## src/rtl/hc595_pkg.sv

```systemverilog
// Shared definitions for the 74HC595 display scan controller: FSM encoding,
// frame width and the frame-duration formula used for the rate sanity check.
package hc595_pkg;

    typedef enum logic [2:0] {
        IDLE,
        LOAD,
        SHIFT_LO,
        SHIFT_HI,
        LATCH
    } state_t;

    localparam int FRAME_BITS = 16;

    // One LOAD cycle, a low and a high half period per bit, and one latch half period.
    function automatic int frame_cycles(input int sclk_half);
        return 1 + (2 * FRAME_BITS + 1) * sclk_half;
    endfunction

endpackage

```

## src/rtl/hc595_scan_ctrl_tick.sv

```systemverilog
// Free-running divider that emits a one-cycle tick every CLK_FREQ/TICK_HZ cycles.
module scan_tick #(
    parameter int CLK_FREQ = 100_000_000,
    parameter int TICK_HZ  = 1000
) (
    input  logic clk,
    input  logic rst_n,
    output logic tick
);

    localparam int PERIOD = CLK_FREQ / TICK_HZ;
    localparam int CNT_W  = (PERIOD > 1) ? $clog2(PERIOD) : 1;

    logic [CNT_W-1:0] cnt;

    assign tick = (cnt == CNT_W'(PERIOD - 1));

    always_ff @(posedge clk) begin
        if (!rst_n) begin
            cnt <= '0;
        end else if (tick) begin
            cnt <= '0;
        end else begin
            cnt <= cnt + CNT_W'(1);
        end
    end

endmodule

```

## src/rtl/hc595_scan_ctrl.sv

```systemverilog
// Multiplexed 7-segment scanner driving a pair of cascaded 74HC595s:
// each scan tick shifts one {segments, digit-select} frame MSB first and latches it.
module hc595_scan_ctrl
    import hc595_pkg::*;
#(
    parameter int CLK_FREQ   = 100_000_000,
    parameter int SCAN_HZ    = 1000,
    parameter int NUM_DIGITS = 4,
    parameter int SCLK_HALF  = 4,
    parameter int ACTIVE_LOW = 1
) (
    input  logic                    clk,
    input  logic                    rst_n,
    input  logic                    enable,
    input  logic [8*NUM_DIGITS-1:0] seg_data,
    output logic                    ser,
    output logic                    sclk,
    output logic                    rclk,
    output logic                    busy,
    output logic [2:0]              digit_idx
);

    localparam int         HALF_W     = $clog2(SCLK_HALF + 1);
    localparam int         BIT_W      = $clog2(FRAME_BITS);
    localparam logic [2:0] LAST_DIGIT = 3'(NUM_DIGITS - 1);

    if (CLK_FREQ / SCAN_HZ <= frame_cycles(SCLK_HALF)) begin : g_rate_check
        $error("hc595_scan_ctrl: scan period too short to fit one frame");
    end
    if (NUM_DIGITS < 1 || NUM_DIGITS > 8) begin : g_digit_check
        $error("hc595_scan_ctrl: NUM_DIGITS must be 1..8");
    end
    if (SCLK_HALF < 1) begin : g_half_check
        $error("hc595_scan_ctrl: SCLK_HALF must be at least 1");
    end

    logic                  tick;
    state_t                state;
    state_t                state_next;
    logic [HALF_W-1:0]     half_cnt;
    logic [BIT_W-1:0]      bit_cnt;
    logic [FRAME_BITS-1:0] frame;
    logic [FRAME_BITS-1:0] frame_load;
    logic [2:0]            load_digit;
    logic [2:0]            captured_digit;
    logic [7:0]            seg_byte;
    logic [7:0]            sel_byte;
    logic                  half_done;
    logic                  last_bit;

    scan_tick #(
        .CLK_FREQ (CLK_FREQ),
        .TICK_HZ  (SCAN_HZ)
    ) u_scan_tick (
        .clk   (clk),
        .rst_n (rst_n),
        .tick  (tick)
    );

    assign half_done  = (half_cnt == HALF_W'(SCLK_HALF - 1));
    assign last_bit   = (bit_cnt == BIT_W'(FRAME_BITS - 1));
    assign load_digit = (digit_idx == LAST_DIGIT) ? 3'd0 : digit_idx + 3'd1;

    // Frame as it will appear on the 595 outputs: segments in the far register, select in the near one.
    always_comb begin
        seg_byte = '0;
        for (int i = 0; i < NUM_DIGITS; i++) begin
            if (load_digit == 3'(i)) begin
                seg_byte = seg_data[8*i +: 8];
            end
        end
        sel_byte   = 8'd1 << load_digit;
        frame_load = (ACTIVE_LOW != 0) ? ~{seg_byte, sel_byte} : {seg_byte, sel_byte};
    end

    always_comb begin
        state_next = state;
        case (state)
            IDLE:     if (tick && enable) state_next = LOAD;
            LOAD:     state_next = SHIFT_LO;
            SHIFT_LO: if (half_done) state_next = SHIFT_HI;
            SHIFT_HI: if (half_done) state_next = last_bit ? LATCH : SHIFT_LO;
            LATCH:    if (half_done) state_next = IDLE;
            default:  state_next = IDLE;
        endcase
    end

    always_ff @(posedge clk) begin
        if (!rst_n) begin
            state          <= IDLE;
            half_cnt       <= '0;
            bit_cnt        <= '0;
            frame          <= '0;
            captured_digit <= '0;
            digit_idx      <= LAST_DIGIT;
        end else begin
            state <= state_next;

            if (state_next != state) begin
                half_cnt <= '0;
            end else if (state == SHIFT_LO || state == SHIFT_HI || state == LATCH) begin
                half_cnt <= half_cnt + HALF_W'(1);
            end

            case (state)
                LOAD: begin
                    frame          <= frame_load;
                    captured_digit <= load_digit;
                    bit_cnt        <= '0;
                end
                SHIFT_HI: begin
                    if (half_done) begin
                        frame   <= {frame[FRAME_BITS-2:0], 1'b0};
                        bit_cnt <= bit_cnt + BIT_W'(1);
                    end
                end
                LATCH: begin
                    if (half_done) begin
                        digit_idx <= captured_digit;
                    end
                end
                default: ;
            endcase
        end
    end

    assign ser  = (state == SHIFT_LO || state == SHIFT_HI) ? frame[FRAME_BITS-1] : 1'b0;
    assign sclk = (state == SHIFT_HI);
    assign rclk = (state == LATCH);
    assign busy = (state != IDLE);

endmodule

```

## config.mk

```make
export PLATFORM = sky130hd
export DESIGN_NAME = hc595_scan_ctrl
export DESIGN_NICKNAME = d
export VERILOG_FILES = /design/src/rtl/hc595_pkg.sv /design/src/rtl/hc595_scan_ctrl_tick.sv /design/src/rtl/hc595_scan_ctrl.sv
export SDC_FILE = /design/constraint.sdc
export NUM_CORES = 1
export LEC_CHECK = 0
export BUFFER_PORTS_ARGS = -buffer_cell sky130_fd_sc_hd__buf_2
export CAP_MARGIN = 20
export CORE_AREA = 5 5 80 82
export DETAILED_ROUTE_END_ITERATION = 8
export DIE_AREA = 0 0 85 87
export HOLD_SLACK_MARGIN = 0.02
export PLACE_DENSITY = 0.74
export REMOVE_ABC_BUFFERS = 1
export SYNTH_ARGS = -nofsm -noshare
export SYNTH_HDL_FRONTEND = slang
export SYNTH_HIERARCHICAL = 1
export SYNTH_SLANG_ARGS = --single-unit
```

## constraint.sdc

```tcl
create_clock -name clk -period 1.9 [get_ports clk]
set_input_delay 0.095 -clock clk [delete_from_list [all_inputs] [get_ports clk]]
set_output_delay 0.095 -clock clk [all_outputs]
set_load 0.005 [all_outputs]
```

After elaboration in Yosys (flattened, before gate mapping)
Index checks and enable logic that the tools add are counted.
{ "word_totals": {"in_bits": 35, "ff_bits": 49} }
{ "op_classes": {"add_sub_neg": 4, "eq_ne": 13, "bitwise": 2, "muxes": 16, "n_reduce_logical": 11, "shifts": 1} }
{ "ops": {"columns": ["operator", "n"], "rows": [
  ["8-bit two-way mux", 4],
  ["16-bit one-hot mux with 2 select lines", 1],
  ["3-bit by 2-bit equality test with 1-bit output (second input constant)", 6],
  ["3-bit two-way mux", 6],
  ["17-bit by 1-bit adder with 17-bit output (second input constant)", 1],
  ["17-bit equality test (second input constant)", 1],
  ["16-bit two-way mux", 1],
  ["16-bit NOT", 1],
  ["3-bit one-hot mux with 5 select lines", 1],
  ["4-bit one-hot mux with 2 select lines", 1],
  ["1-bit by 3-bit << shifter with 8-bit output (first input constant)", 1],
  ["3-bit by 1-bit adder with 3-bit output (second input constant)", 2],
  ["3-bit by 1-bit equality test with 1-bit output (second input constant)", 2],
  ["3-bit logical NOT", 2],
  ["4-bit by 1-bit adder with 4-bit output (second input constant)", 1],
  ["4-bit equality test (second input constant)", 1],
  ["4-bit two-way mux", 1],
  ["2-bit AND reduction", 2],
  ["2-bit OR reduction", 2],
  ["3-bit equality test (second input constant)", 1],
  ["3-bit inequality test", 1],
  ["3-bit nonzero test", 1],
  ["1-bit logical OR", 2],
  ["2-bit by 1-bit inequality test with 1-bit output (second input constant)", 1],
  ["4 further kinds", 4]
]} }

Longest topological paths before layout
Gate-level depths: netlist (run 1).
{ "depth": {"word_depth": 9, "mapped_depth": 8, "depth_no_buf": 8} }

Modules after synthesis
Netlist (run 1), hierarchy kept.
{ "by_module_without_submodules": {"columns": ["mod", "cells_each", "n_inst", "area_per_inst_um2", "seq_area_each_um2"], "rows": [
  ["hc595_scan_ctrl", 250, 1, 1976.9, 640.6],
  ["scan_tick", 87, 1, 788.3, 340.3]
]} }

Worst setup path after synthesis (run 1)
OpenSTA, ideal clock, no wires.
{ "synth_path": {"kind": "register to register", "start": "register u_scan_tick.cnt[0]", "end": "register half_cnt[0]", "setup_slack_ns": 0.072, "stages_incl_launch_ff": 9, "setup_ns": 0.124, "t_required_ns": 1.776, "synth_period_minus_slack_ns": 1.828, "n_path_buf": 0, "arrival_ns": 1.704, "cell_sequence": "dfxtp_1 > ha_1 > nand4_4 > or2_4 > nor3_1 > a21o_1 > a21oi_1 > o211ai_1 > nor2_1"} }
{ "synth_between": {"elab_chain_len": 6} }
{ "synth_lines": {"columns": ["element", "line_no", "text"], "rows": [
  ["start: declaration", "hc595_scan_ctrl_tick.sv:14", "logic [CNT_W-1:0] cnt;"],
  ["start signal: assignment", "hc595_scan_ctrl_tick.sv:24", "cnt <= cnt + CNT_W'(1);"],
  ["17-bit equality test", "hc595_scan_ctrl_tick.sv:16", "assign tick = (cnt == CNT_W'(PERIOD - 1));"],
  ["net tick", "hc595_scan_ctrl.sv:37", "logic tick;"],
  ["1-bit logical AND", "hc595_scan_ctrl.sv:79", "IDLE: if (tick && enable) state_next = LOAD;"],
  ["3-bit two-way mux", "hc595_scan_ctrl.sv:79", null],
  ["3-bit one-hot mux with 5 select lines", "hc595_scan_ctrl.sv:78", "case (state)"],
  ["3-bit inequality test", "hc595_scan_ctrl.sv:99", "if (state_next != state) begin"],
  ["2-bit OR reduction (no source line)", null, null],
  ["end signal: assignment", "hc595_scan_ctrl.sv:102", "half_cnt <= half_cnt + HALF_W'(1);"],
  ["end: declaration", "hc595_scan_ctrl.sv:40", "logic [HALF_W-1:0] half_cnt;"]
]} }
The timed path passes the listed nets, and every way through them passes these cells.
A chain may end at the register's enable or synchronous reset.

Worst setup path after layout (run 1)
Same ends and word-level chain as after synthesis.

==> results.yml, run 1 <==
routing:
  drtIter0Drc: 175
  post_drt_wl_per_cell_microns: 13.5
  vias: 2515
  routed_wirelength_microns: 6280
  drc_errors: 0
  viasPerCell: 5.40
  first_pass_iters: 4
  postRouteAntennaNets: 0
pwr:
  total_power_w: 0.00192
  p_leak_nw: 1.25
  peakVddDrop_mv: 0.408
  power_density_nw_per_um2: 581
sta:
  worst_pin_slew_ns: 0.468
  period_minus_slack_ns: 1.77
  relSlewSlack: 0.687
  finalCritPeriodShare: 0.933
  finalHoldViolCount: 0
  finalClockSkew_ns: 0.00780
  fmax_mhz: 564
  fin_setup_tns_ns: 0
  drv_slew: 0
  setup_viol: 0
worst_setup_path:
  arrival_ns: 1.97
  slowest_stage: "dfxtp_2"
  crit_fanout: 4
  cp-end-kind: "register"
  critPathMaxStageDelay_ns: 0.36
  critical_path_class: "register to register"
  startpoint_type: "register"
  worstPathCellList: "ha_4 -> nand4_4 -> or2_4 -> nor3_2 -> a21o_1 -> a21oi_1 -> o211ai_1 -> nor2_1"
  cp.required_ns: 2.10
  worstRegToRegCells: 8
die:
  coreArea_sq_um: 5680
  die_h_microns: 87
  start_util: 0.487
  fp.dieArea_sq_um: 7400
  boundaryPins: 42
  die_x_microns: 85
  rows: 28
global_routing:
  grt_max_degree: 31
  track_usage: 0.176
  antenna_found_initial: 0
  grt_pass1_wl_microns: 10600
  overflow: 0
  grt_pass1_vias: 2390
synthesis:
  netlist_area_sq_um: 2770
  synth_ff_type: "dfxtp_1"
  ys_types: 50
  syn_avg_cell_area_sq_um: 8.21
  synthTopCellsByCount: "dfxtp_1, nor2_1, a21oi_1, nand2_1, nand3_1"
  ys_seq_area_frac: 0.355
  synth-edff-count: 0
  yosysMostFrequentCell: "dfxtp_1"
  synth_area_leaders: "dfxtp_1, a21oi_1, xnor2_1"
  yosysWarningCount: 6
  syn_inst: 337
  synth_top_area_cell: "dfxtp_1"
  yosysTopAreaCellShare: 0.355
  ys_seq_elements: 49
  synthArstFlopShare: 0
clock_network:
  cts_buffers: 5
  clock-sinks: 49
  tritoncts: "built"
  clk_pin_slew_ns: 0.09
  root_buffer: "clkbuf_8"
  postCtsHoldBufs: 0
  clk_path_buf_depth: 2
  h-tree-depth: 2
  insertion_delay_ns: 0.31
cells_and_area:
  num-nets-final: 434
  drive_above_1_share: 0.230
  area_growth_pct: 19.3
  regArea_sq_um: 983
  nFillCells: 533
  diodes: 0
  multiInputGateArea_sq_um: 1640
placement:
  place_congestion: 0.889
  io_buffers: 41
  place_hpwl_microns: 4580
hold_path:
  min_path_cells: 4
  hp-class: "primary input to register"
run:
  cap_violations: 0
outcome:
  run_status: "complete, no violations"
==> critical path, delay by kind of cell (launching register included) <==
family,cells,cell delay (ns)
adders and majority gates,1,0.17
DFF,1,0.36
and+or+nand+nor,4,0.68
AOI/OAI and AO/OA,3,0.46
==> area by class of cell <==
class / instances / share of cell area
clock buffer: 7 / 0.0262
clock inverter: 1 / 0.00910
inverter: 8 / 0.00910
multi-input combinational: 256 / 0.497
sequential: 49 / 0.298
tap: 75 / 0.0285
timing repair buffer: 70 / 0.132
==> per-layer routing <==
metal  share of wire  wire length [microns]  vias to the layer above  track usage
met1            0.43                   2730                     1148        0.205
met3           0.060                    375                        8       0.0426
met2            0.49                   3100                       61        0.314
met5               0                      0                        -            0
met4           0.012                     73                        0       0.0576
li1                -                      -                     1298            -
==> worst paths after layout <==
| check | start | end | slack, ns |
|---|---|---|---|
| worst min-delay path | seg_data[17] | frame[9]$_SDFFE_PN0P_ | 0.14 |
| worst min register to register | half_cnt[2]$_SDFFE_PP0P_ | half_cnt[2]$_SDFFE_PP0P_ | 0.46 |
| worst max-delay path | u_scan_tick/cnt[0]$_SDFF_PP0_ | half_cnt[0]$_SDFFE_PP0P_ | 0.13 |
| worst max register to register | u_scan_tick/cnt[0]$_SDFF_PP0_ | half_cnt[0]$_SDFFE_PP0P_ | 0.13 |
==> where the power goes <==
part / total [W] / switching [W] / internal [W]
registers: 0.00104 / 0.00000534 / 0.00103
clock network: 0.000782 / 0.000352 / 0.000429
logic: 0.0000984 / 0.0000429 / 0.0000554
==> stage by stage <==
stage | hold WS (ns) | cells | utilization | cell area [sq um] | worst slack (ns)
3_5_place_dp | 0.450 | 458 | 0.557 | 3160 | 0.0361
4_1_cts | 0.133 | 466 | 0.577 | 3280 | 0.0115
5_1_grt | 0.162 | 466 | 0.581 | 3300 | -0.0452
6_report | 0.138 | 466 | 0.581 | 3300 | 0.128
2_1_floorplan | 0.184 | 313 | - | 2630 | 0.00838
3_3_place_gp | 0.448 | 458 | 0.557 | 3160 | 0.0524
==> registers in the layout, indices dropped and copies added, names as in the netlist <==
| register | cells |
|---|---|
| u_scan_tick/cnt | 17 |
| frame | 16 |
| bit_cnt | 4 |
| captured_digit | 3 |
| digit_idx | 3 |
| half_cnt | 3 |
| state | 3 |
==> what timing repair did <==
item                                    in CTS  in global routing
endpoints found under the hold margin        0                  0
setup buffers                                0                  0
endpoints found under the setup margin       0                 17
gates resized for setup                      0                  7
==> cells in the final DEF (no fill, tap or decap), types with 2 or more instances in the layout <==
cell	netlist	routed
dfxtp_1	49	47
buf_2	11	41
nor2_1	30	30
buf_4	0	28
nand2_1	27	27
a21oi_1	27	27
nand3_1	20	20
o21ai_0	18	18
xnor2_1	13	13
nand3b_1	10	10
nor3_1	11	10
nor2b_1	10	10
o211ai_1	9	9
inv_1	8	8
nand2b_1	8	8
ha_1	9	8
nand4_1	7	7
a21boi_0	7	7
a32oi_1	6	6
clkbuf_8	0	6
nor4_1	5	5
xor2_1	5	5
mux2i_1	3	3
nor4b_1	3	3
and2_1	2	2
nor3b_1	2	2
or2_4	1	2
o21ai_1	2	2
and3_1	2	2
dfxtp_2	0	2
==> cell families (layout without fill, tap and decap cells) <==
family | count (synthesis) | in the layout | synth area share
AOI/OAI and AO/OA | 80 | 80 | 0.192
xor gates and xnor gates | 18 | 18 | 0.0570
adders and majority gates | 9 | 9 | 0.0407
buffers and inverters | 32 | 86 | 0.0597
DFF | 49 | 49 | 0.355
muxes | 3 | 3 | 0.0109
and+or+nand+nor | 146 | 146 | 0.285
No activity file was read; power rests on OpenSTA's default activity.
==> run 2: changes to the inputs <==
BUFFER_PORTS_ARGS = -buffer_cell sky130_fd_sc_hd__clkbuf_2   (was -buffer_cell sky130_fd_sc_hd__buf_2)
SKIP_LAST_GASP = 1   (was unset)
==> run 2 against run 1 <==
Compared with the run above:
- sequential share of layout area shrank 0.12 points
- die area is the same
- non-clock buffer count grew 1
- cell count increased by 0.21%
- clock power fell by 1%
- design area increased by 0.42%
- sequential power about the same
- via count rose by 0.32%
- wire length increased by 0.57%
- largest cell class unchanged
==> results.yml, run 2 (synthesized netlist as in run 1, its figures left out) <==
outcome:
  run_status: "complete, no violations"
hold_path:
  hp-class: "primary input to register"
sta:
  period_minus_slack_ns: 1.75
  finalClockSkew_ns: 0.00441
  worst_pin_slew_ns: 0.456
  grt_setup_unrepaired: "yes"
  setup_viol: 0
  fmax_mhz: 571
  finalHoldViolCount: 0
  worst_hold_slack_ns: 0.131
  relSlewSlack: 0.695
  drv_slew: 0
  finalCritPeriodShare: 0.922
  timing.final.ws_setup_ns: 0.148
pwr:
  power_density_nw_per_um2: 577
  comb_power_share: 0.052
  p_clk_frac: 0.405
  peakVddDrop_mv: 0.397
  p_seq_frac: 0.543
  p_sw_w: 0.000392
  p_leak_nw: 1.26
  p_int_w: 0.00152
  swShare: 0.205
cells_and_area:
  final_cell_mix: "dfxtp_1, clkbuf_2, nor2_1"
  final_common_cell: "dfxtp_1"
  area_growth_pct: 19.8
  nFillCells: 545
  diodes: 0
  top_regs: "u_scan_tick/cnt: 17 flops, frame: 16 flops, bit_cnt: 4 flops"
  drive_above_1_share: 0.235
  num-nets-final: 435
  regMostFlops: "u_scan_tick/cnt"
  largest_register_ffs: 17
worst_setup_path:
  r2r_setup_slack_ns: 0.15
  cp-endpoint: "half_cnt[1]$_SDFFE_PP0P_"
  cp-end-kind: "register"
  r2r_start: "u_scan_tick/cnt[0]$_SDFF_PP0_"
  worstRegToRegCells: 8
  cp-startpoint: "u_scan_tick/cnt[0]$_SDFF_PP0_"
  arrival_ns: 1.94
  worstPathBufferInverterCount: 0
  r2r-end: "half_cnt[1]$_SDFFE_PP0P_"
  path_delay_family: "simple AND/OR/NAND/NOR gates"
  path_depth: 8
  startpoint_type: "register"
  worstPathCellList: "ha_4 -> nand4_4 -> or2_4 -> nor3_2 -> a21o_1 -> a21oi_1 -> o211ai_1 -> nor2_1"
  slowest_stage: "dfxtp_2"
  crit_fanout: 4
  critical_path_class: "register to register"
  critPathMaxStageDelay_ns: 0.36
  cp.required_ns: 2.09
clock_network:
  clk_pin_slew_ns: 0.09
  clock-sinks: 49
  h-tree-depth: 2
  clk_path_buf_depth: 2
  cts_buffers: 5
  postCtsHoldBufs: 0
  postCtsSetupBuffers: 0
  tritoncts: "built"
  insertion_delay_ns: 0.31
  root_buffer: "clkbuf_8"
placement:
  pre_cts_slack_ns: 0.0287
  place_hpwl_microns: 4700
  io_buffers: 41
  place_congestion: 0.870
routing:
  drtIter0Drc: 125
  viasPerCell: 5.40
  postRouteAntennaNets: 0
  drc_errors: 0
  post_drt_wl_per_cell_microns: 13.5
  first_pass_iters: 4
  vias: 2523
  routed_wirelength_microns: 6320
die:
  die_h_microns: 87
  fp.dieArea_sq_um: 7400
  coreArea_sq_um: 5680
  rows: 28
  boundaryPins: 42
  die_x_microns: 85
  start_util: 0.487
global_routing:
  grt_pass1_vias: 2515
  grt_pass1_wl_microns: 11100
  antenna_found_initial: 0
  track_usage: 0.182
  overflow: 0
  grt_max_degree: 31
run:
  cap_violations: 0
[run 2: changes by cell type in the layout (fill, tap and decap cells not counted)]
cell,previous run,this run
buf_4,28,29
nor4b_1,3,2
clkbuf_2,0,41
buf_2,41,0
nor4b_2,0,1
[run 2: timing repair]
action,CTS,global route
endpoints found under the setup margin,1,19
pin swaps,0,1
resized for setup,1,7
[run 2: worst min-delay path by stage]
stage                             from                         to  slack, ns  depth (start not counted)
after floorplan                  rst_n  digit_idx[0]$_SDFFE_PN1P_       0.18                          1
after global routing      seg_data[12]     frame[12]$_SDFFE_PN0P_       0.15                          4
final                     seg_data[12]     frame[12]$_SDFFE_PN0P_       0.13                          4
after CTS                 seg_data[12]     frame[12]$_SDFFE_PN0P_       0.11                          4
after global placement    seg_data[11]     frame[11]$_SDFFE_PN0P_       0.44                          4
after detailed placement  seg_data[12]     frame[12]$_SDFFE_PN0P_       0.44                          4
[run 2: per-stage QoR]
step,utilization,power [W],instances,TNS (ns),instance area (sq um)
after floorplan,-,0.00109,313,0,2630
final,0.584,0.00191,467,0,3310
after detailed placement,0.558,0.00116,459,0,3170
after global placement,0.558,0.00115,459,0,3170
after CTS,0.579,0.00193,467,0,3290
after global routing,0.584,0.00199,467,-0.0108,3310
[run 2: area by class of cell]
cell class	instances	area, sq um	share of cell area
Sequential cell	49	983	0.297
Tap cell	75	93.8	0.0283
Clock inverter	1	30.0	0.00907
Inverter	8	30.0	0.00907
Timing Repair Buffer	71	443	0.134
Clock buffer	7	86.3	0.0261
Multi-Input combinational cell	256	1650	0.497
[run 2: routing by layer]
metal | GRT usage | part of all wire
met1 | 0.212 | 0.44
met2 | 0.325 | 0.50
met3 | 0.0473 | 0.048
met4 | 0.0604 | 0.016
met5 | 0 | 0
[run 2: power by group through the flow]
stage          clock network [W]  logic [W]  registers [W]
2_1_floorplan                  0  0.0000306        0.00106
3_3_place_gp                   0  0.0000953        0.00106
3_5_place_dp                   0  0.0000964        0.00106
4_1_cts                 0.000794  0.0000974        0.00104
5_1_grt                 0.000838   0.000109        0.00104
6_report                0.000773  0.0000987        0.00104
[run 2: worst reg2reg max path: cells and delay by family (launching register included)]
family	cells	cell delay, ns
flip-flops	1	0.36
AND/OR/NAND/NOR	4	0.66
AO/OA/AOI/OAI	3	0.45
adder cells (fa/ha/maj)	1	0.16
